===== src/rtl/ram_burst_reader_pkg.sv =====
// Shared types and constants for the 32-bit burst read engine.
// The engine and its output FIFO both use them.
package ram_burst_reader_pkg;

   typedef enum logic [1:0] {
      ST_IDLE  = 2'd0,
      ST_READ  = 2'd1,
      ST_DRAIN = 2'd2
   } state_e;

   localparam int FIFO_DEPTH   = 2;
   localparam int CREDIT_WIDTH = $clog2(FIFO_DEPTH + 1);

   // One credit is taken per issued read and returned per accepted output word.
   // When a read is issued and a word is accepted in the same cycle, the count
   // does not change.
   function automatic logic [CREDIT_WIDTH-1:0] credit_next(
      input logic [CREDIT_WIDTH-1:0] cur,
      input logic                    take,
      input logic                    give
   );
      logic [CREDIT_WIDTH-1:0] nxt;
      nxt = cur;
      if (take && !give) begin
         nxt = cur - CREDIT_WIDTH'(1);
      end else if (give && !take) begin
         nxt = cur + CREDIT_WIDTH'(1);
      end
      return nxt;
   endfunction

endpackage


===== src/rtl/ram_burst_reader_stream_fifo2.sv =====
// Two-entry registered FIFO carrying {last, data}.
// The head entry is read directly from flops, so there is no combinational path from din to dout.
module stream_fifo2
   import ram_burst_reader_pkg::*;
#(
   parameter int WIDTH = 33
) (
   input  logic             clock,
   input  logic             flush,
   input  logic             push,
   input  logic [WIDTH-1:0] din,
   input  logic             pop,
   output logic [WIDTH-1:0] dout,
   output logic             valid
);

   localparam logic [1:0] FULL_COUNT = 2'(FIFO_DEPTH);

   logic [WIDTH-1:0] mem_q [FIFO_DEPTH];
   logic [WIDTH-1:0] mem_d [FIFO_DEPTH];
   logic             wr_ptr_q, wr_ptr_d;
   logic             rd_ptr_q, rd_ptr_d;
   logic [1:0]       count_q, count_d;
   logic             pop_ok;

   assign pop_ok = pop && (count_q != 2'd0);

   always_comb begin
      mem_d    = mem_q;
      wr_ptr_d = wr_ptr_q;
      rd_ptr_d = rd_ptr_q;
      count_d  = count_q;
      if (push) begin
         mem_d[wr_ptr_q] = din;
         wr_ptr_d        = ~wr_ptr_q;
      end
      if (pop_ok) begin
         rd_ptr_d = ~rd_ptr_q;
      end
      case ({push, pop_ok})
         2'b10:   count_d = count_q + 2'd1;
         2'b01:   count_d = count_q - 2'd1;
         default: count_d = count_q;
      endcase
   end

   always_ff @(posedge clock) begin
      if (flush) begin
         mem_q    <= '{default: '0};
         wr_ptr_q <= 1'b0;
         rd_ptr_q <= 1'b0;
         count_q  <= 2'd0;
      end else begin
         mem_q    <= mem_d;
         wr_ptr_q <= wr_ptr_d;
         rd_ptr_q <= rd_ptr_d;
         count_q  <= count_d;
      end
   end

   assign dout  = mem_q[rd_ptr_q];
   assign valid = (count_q != 2'd0);

   // The credit scheme upstream keeps occupancy plus in-flight reads at or below the depth.
   overflow_chk: assert property (@(posedge clock) disable iff (flush)
      !(push && !pop_ok && (count_q == FULL_COUNT)));

endmodule


===== src/rtl/ram_burst_reader.sv =====
// Burst read engine that owns the 32-bit read port of the dual-port RAM.
// It streams each requested range of words out as a valid/ready stream with a last flag.
//
// state    | meaning
// ST_IDLE  | ready for a request; a zero-length request only pulses done
// ST_READ  | issuing sequential reads, throttled by output credits
// ST_DRAIN | all reads issued; waiting for the last word to leave the FIFO
module ram_burst_reader
   import ram_burst_reader_pkg::*;
#(
   parameter int ADDR_WIDTH = 10,
   parameter int DATA_WIDTH = 32,
   parameter int LEN_WIDTH  = 11
) (
   input  logic                  clock,
   input  logic                  reset,
   input  logic                  io_req_valid,
   output logic                  io_req_ready,
   input  logic [ADDR_WIDTH-1:0] io_req_addr,
   input  logic [LEN_WIDTH-1:0]  io_req_len,
   output logic                  io_ram_rd,
   output logic [ADDR_WIDTH-1:0] io_ram_addr,
   input  logic [DATA_WIDTH-1:0] io_ram_dout,
   output logic                  io_out_valid,
   input  logic                  io_out_ready,
   output logic [DATA_WIDTH-1:0] io_out_data,
   output logic                  io_out_last,
   output logic                  io_busy,
   output logic                  io_done
);

   state_e                  state_q, state_d;
   logic [ADDR_WIDTH-1:0]   addr_q, addr_d;
   logic [LEN_WIDTH-1:0]    remaining_q, remaining_d;
   logic [CREDIT_WIDTH-1:0] credits_q, credits_d;
   logic                    inflight_q, inflight_d;
   logic                    inflight_last_q, inflight_last_d;
   logic                    done_q, done_d;

   logic                    out_fire;
   logic                    last_fire;
   logic                    issue;
   logic                    final_issue;
   logic [DATA_WIDTH:0]     fifo_dout;
   logic                    fifo_valid;

   assign out_fire    = fifo_valid && io_out_ready;
   assign last_fire   = out_fire && fifo_dout[DATA_WIDTH];
   assign issue       = (state_q == ST_READ) && ((credits_q != '0) || out_fire);
   assign final_issue = issue && (remaining_q == LEN_WIDTH'(1));

   always_comb begin
      state_d         = state_q;
      addr_d          = addr_q;
      remaining_d     = remaining_q;
      done_d          = 1'b0;
      inflight_d      = issue;
      inflight_last_d = final_issue;
      credits_d       = credit_next(credits_q, issue, out_fire);
      case (state_q)
         ST_IDLE: begin
            if (io_req_valid) begin
               if (io_req_len == '0) begin
                  done_d = 1'b1;
               end else begin
                  state_d     = ST_READ;
                  addr_d      = io_req_addr;
                  remaining_d = io_req_len;
               end
            end
         end
         ST_READ: begin
            if (issue) begin
               addr_d      = addr_q + ADDR_WIDTH'(1);
               remaining_d = remaining_q - LEN_WIDTH'(1);
               if (final_issue) begin
                  state_d = ST_DRAIN;
               end
            end
         end
         ST_DRAIN: begin
            if (last_fire) begin
               state_d = ST_IDLE;
               done_d  = 1'b1;
            end
         end
         default: state_d = ST_IDLE;
      endcase
   end

   // Reset also clears the in-flight flag, so RAM data that returns after an abort is never pushed.
   always_ff @(posedge clock) begin
      if (reset) begin
         state_q         <= ST_IDLE;
         addr_q          <= '0;
         remaining_q     <= '0;
         credits_q       <= CREDIT_WIDTH'(FIFO_DEPTH);
         inflight_q      <= 1'b0;
         inflight_last_q <= 1'b0;
         done_q          <= 1'b0;
      end else begin
         state_q         <= state_d;
         addr_q          <= addr_d;
         remaining_q     <= remaining_d;
         credits_q       <= credits_d;
         inflight_q      <= inflight_d;
         inflight_last_q <= inflight_last_d;
         done_q          <= done_d;
      end
   end

   stream_fifo2 #(
      .WIDTH (DATA_WIDTH + 1)
   ) u_fifo (
      .clock (clock),
      .flush (reset),
      .push  (inflight_q),
      .din   ({inflight_last_q, io_ram_dout}),
      .pop   (out_fire),
      .dout  (fifo_dout),
      .valid (fifo_valid)
   );

   assign io_req_ready = (state_q == ST_IDLE);
   assign io_busy      = (state_q != ST_IDLE);
   assign io_ram_rd    = issue;
   assign io_ram_addr  = addr_q;
   assign io_out_valid = fifo_valid;
   assign io_out_data  = fifo_dout[DATA_WIDTH-1:0];
   assign io_out_last  = fifo_valid && fifo_dout[DATA_WIDTH];
   assign io_done      = done_q;

endmodule


===== config.mk =====
export PLATFORM = sky130hd
export DESIGN_NAME = ram_burst_reader
export DESIGN_NICKNAME = d
export VERILOG_FILES = /design/src/rtl/ram_burst_reader_pkg.sv /design/src/rtl/ram_burst_reader_stream_fifo2.sv /design/src/rtl/ram_burst_reader.sv
export SDC_FILE = /design/constraint.sdc
export NUM_CORES = 1
export LEC_CHECK = 0
export ABC_AREA = 1
export CAP_MARGIN = 10
export CORE_MARGIN = 8
export CORE_UTILIZATION = 40
export CTS_CLUSTER_DIAMETER = 150
export DETAILED_ROUTE_END_ITERATION = 8
export GPL_ROUTABILITY_DRIVEN = 0
export PLACE_DENSITY = 0.69
export SLEW_MARGIN = 20
export SYNTH_ARGS = -nofsm -noshare
export SYNTH_HDL_FRONTEND = slang
export SYNTH_SLANG_ARGS = --single-unit

===== constraint.sdc =====
create_clock -name clock -period 1.7 [get_ports clock]
set_input_delay 0.17 -clock clock [delete_from_list [all_inputs] [get_ports clock]]
set_output_delay 0.17 -clock clock [all_outputs]
set_load 0.02 [all_outputs]

==> results of run 1 <==
[sequential cells by signal (all words and copies together) (netlist names)]
| register | count |
|---|---|
| credits_q | 2 |
| io_done | 1 |
| u_fifo.mem_q | 66 |
| io_ram_addr | 10 |
| inflight_last_q | 1 |
| u_fifo.wr_ptr_q | 1 |
| state_q | 2 |
| u_fifo.rd_ptr_q | 1 |
| u_fifo.count_q | 2 |
| remaining_q | 11 |
| inflight_q | 1 |
[area by class of cell]
class | count | area [sq um] | area share
flip-flops and latches | 98 | 1968 | 0.3179
inverters | 36 | 141.4 | 0.02284
clock buffers | 11 | 252.7 | 0.04082
clock inverters | 5 | 61.31 | 0.009903
multi-input cells | 537 | 2333 | 0.3769
well taps | 143 | 178.9 | 0.02890
repair buffers | 134 | 1255 | 0.2027
[metal layers]
layer,global-route usage,wire (microns),up-vias,share of wire
met5,0,0,-,0
met4,0.05117,203,0,0.016
met1,0.2040,5565,2149,0.44
met2,0.2847,5987,137,0.47
li1,-,-,2442,-
met3,0.04612,1025,17,0.080
[final timing paths]
kind / from / end / slack [ps]
hold / removal: io_ram_dout[10] / u_fifo.mem_q[43] / 440
setup reg to reg: u_fifo.count_q[0] / credits_q[1] / 140
hold reg to reg: u_fifo.mem_q[32] / u_fifo.mem_q[32] / 460
setup / recovery: u_fifo.rd_ptr_q / io_out_data[29] / 70
[cells in the final DEF, fill, tap and decap left out, types with 2 or more instances in the layout]
cell type	synthesis	routed
clkdlybuf4s50_1	0	69
o21ai_1	0	3
dfxtp_2	0	2
clkbuf_16	0	9
dfxtp_1	98	95
nand2_2	4	5
xor2_1	3	3
a21oi_2	2	3
o21ai_0	94	91
dlygate4sd2_1	0	29
clkbuf_2	0	3
inv_2	2	4
nand4_1	2	2
ha_1	5	4
clkbuf_8	0	2
nor2_1	194	191
inv_1	32	30
and3_1	2	2
buf_4	0	27
clkinv_4	1	3
nand3_1	22	22
a21oi_1	17	16
nor2_2	2	5
buf_12	0	3
nor3_1	6	6
clkdlybuf4s15_1	0	2
or2_2	3	3
nand2_1	176	175
clkinv_2	0	2
[timing repair]
action	CTS	global route
cloned	0	0
endpoints found under the setup margin	34	39
pin swaps	0	2
resized for setup	36	18
[cell families (layout without fill, tap and decap cells)]
| kind of cell | count (synthesis) | count (layout) |
|---|---|---|
| fa+ha+maj | 5 | 5 |
| flops | 98 | 98 |
| xor+xnor | 3 | 3 |
| simple gates | 413 | 413 |
| buf+inv | 74 | 186 |
| compound gates | 116 | 116 |
[per-stage QoR]
step / util / setup WS, ps
final: 0.5469 / 74.01
after global routing: 0.5469 / 3.849
after CTS: 0.5452 / 1.752
after detailed placement: 0.5210 / -137.8
after global placement: 0.5210 / -36.51
after floorplan: - / 13.55
[power by group through the flow]
stage / Clock, mW / Combinational (mW) / Sequential (mW)
floorplan: 0 / 0.989 / 2.69
global placement: 0 / 1.75 / 2.68
detailed placement: 0 / 1.77 / 2.69
CTS: 2.16 / 1.72 / 2.64
global route: 2.26 / 1.92 / 2.67
finish: 2.10 / 1.73 / 2.65
[worst max-delay path, stage by stage (launching register included)]
cell and delay (ps):
dfxtp_4 390, buf_12 190, nand2_1 70, nand2_1 110, dlygate4sd2_1 350
==> results.ini, run 1 <==
[detailed_routing]
wirelength_microns=12780
drt_iter0_drc=301
post-route-drc-count=0
vias=4745
avgRoutedWirePerCell_microns=13.26
via_per_inst=4.922
first_pass_iters=5
ant_nets=0

[clocking]
cts_hold_buf=0
cts_setup_buffers=0
cts_tree=yes
cts_sinks=98
htreeDepth=3
clkLatencyLatePin_ps=340
cts_buffers=9
cts.clk_slew.worst_paths_ps=70
cts_root_buf=clkbuf_16
clock_path_buffers=2

[timing]
maxSlewViolCount=0
report.final.setup_viol=0
worstMarginPinSlew_ps=391.6
finalSetupTns_ps=0
period_needed_ps=1626
slew_headroom=0.7389
rsz0062_at_grt=false
skew_ps=10.41
fin_hold_ws_ps=438.9
fmax_mhz=615.0
hold_viol=0
fin_crit_sh=0.9565

[die]
die_h_microns=123.0
initial_core_util=0.4046
rows=39
pin_count=105
die_x_microns=123.0
core_area_sq_um=11320
die_area_sq_um=15130

[worst_setup_path]
critPathMaxFanout=31
crit_arrival_ps=1460
required_ps=1530
startpoint_type=flop
worstRegToRegCells=11
path_class=flop to primary output
worstSetupEndpointType=primary output

[synthesis]
synthMuxAreaShare=0
synth_cells=709
synth_compound_area_frac=0.1297
ys_types=29
synth_fa_ha_area_frac=0.01366
async_reset_ff_frac=0
yosysMostFrequentCell=nor2_1
synth_edf_count=0
synth_flop_cell=dfxtp_1
ys_seq_elements=98
synthSimpleGateAreaFrac=0.3545
synth_xor_area_frac=0.005736
synth_area_sq_um=4581
synth_area_leaders=dfxtp_1 43%, nor2_1 16%, nand2_1 14%
syn-num-nets=771
yosysWarnings=0
synth_area_per_cell_sq_um=6.461
yosys.area.top_type=dfxtp_1
synth_commonest_cells=194 x nor2_1, 176 x nand2_1, 98 x dfxtp_1, 94 x o21ai_0, 32 x inv_1
netlist.area_leader.share=0.4283
synth_top_family_by_area=simple AND/OR/NAND/NOR gates
synth-seq-area-share=0.4283

[power]
irDropWorstVdd_mv=0.5929
power_density_nw_per_um2=1047
power.share.clock=0.324
power_frac_seq=0.409
power_switching_mw=2.024
p_leak_nw=2.872
intPower_mw=4.460
switching_share=0.3121
total_power_mw=6.483
combPwrFrac=0.267

[final_layout]
antennaDiodeCount=0
instances_no_fill=964
fillers=1159
layout.nets=878
syn_to_final_growth_pct=35.15
final_layout_size_suffix_gt1_frac=0.09135
final_area_sq_um=6191

[job]
maxCapViolCount=0

[placed_design]
place_inst=948
placed_area_sq_um=5898
dp_hpwl_microns=8877
io_buffers=104

[worst_hold_path]
whs_path_depth=3
hold_path_class=input pin to flop

[global_routing]
gr-usage-all-layers=0.1681
grt_pass1_vias=4560
gr-total-overflow=0
grt_max_degree=36
antenna_found_initial=0
grt_pass1_wl_microns=21050

[run_status]
status=complete, no violations

No activity file was read; power rests on OpenSTA's default activity.
==> inputs of run 2 (changes only) <==
--- a/config.mk
+++ b/config.mk
@@ -6,7 +6,7 @@
 export NUM_CORES = 1
 export LEC_CHECK = 0
 export ABC_AREA = 1
-export CAP_MARGIN = 10
+export CAP_MARGIN = 40
 export CORE_MARGIN = 8
 export CORE_UTILIZATION = 40
 export CTS_CLUSTER_DIAMETER = 150
==> results of run 2 <==
No change in the layout: final DEF, timing and power equal those of run 1.
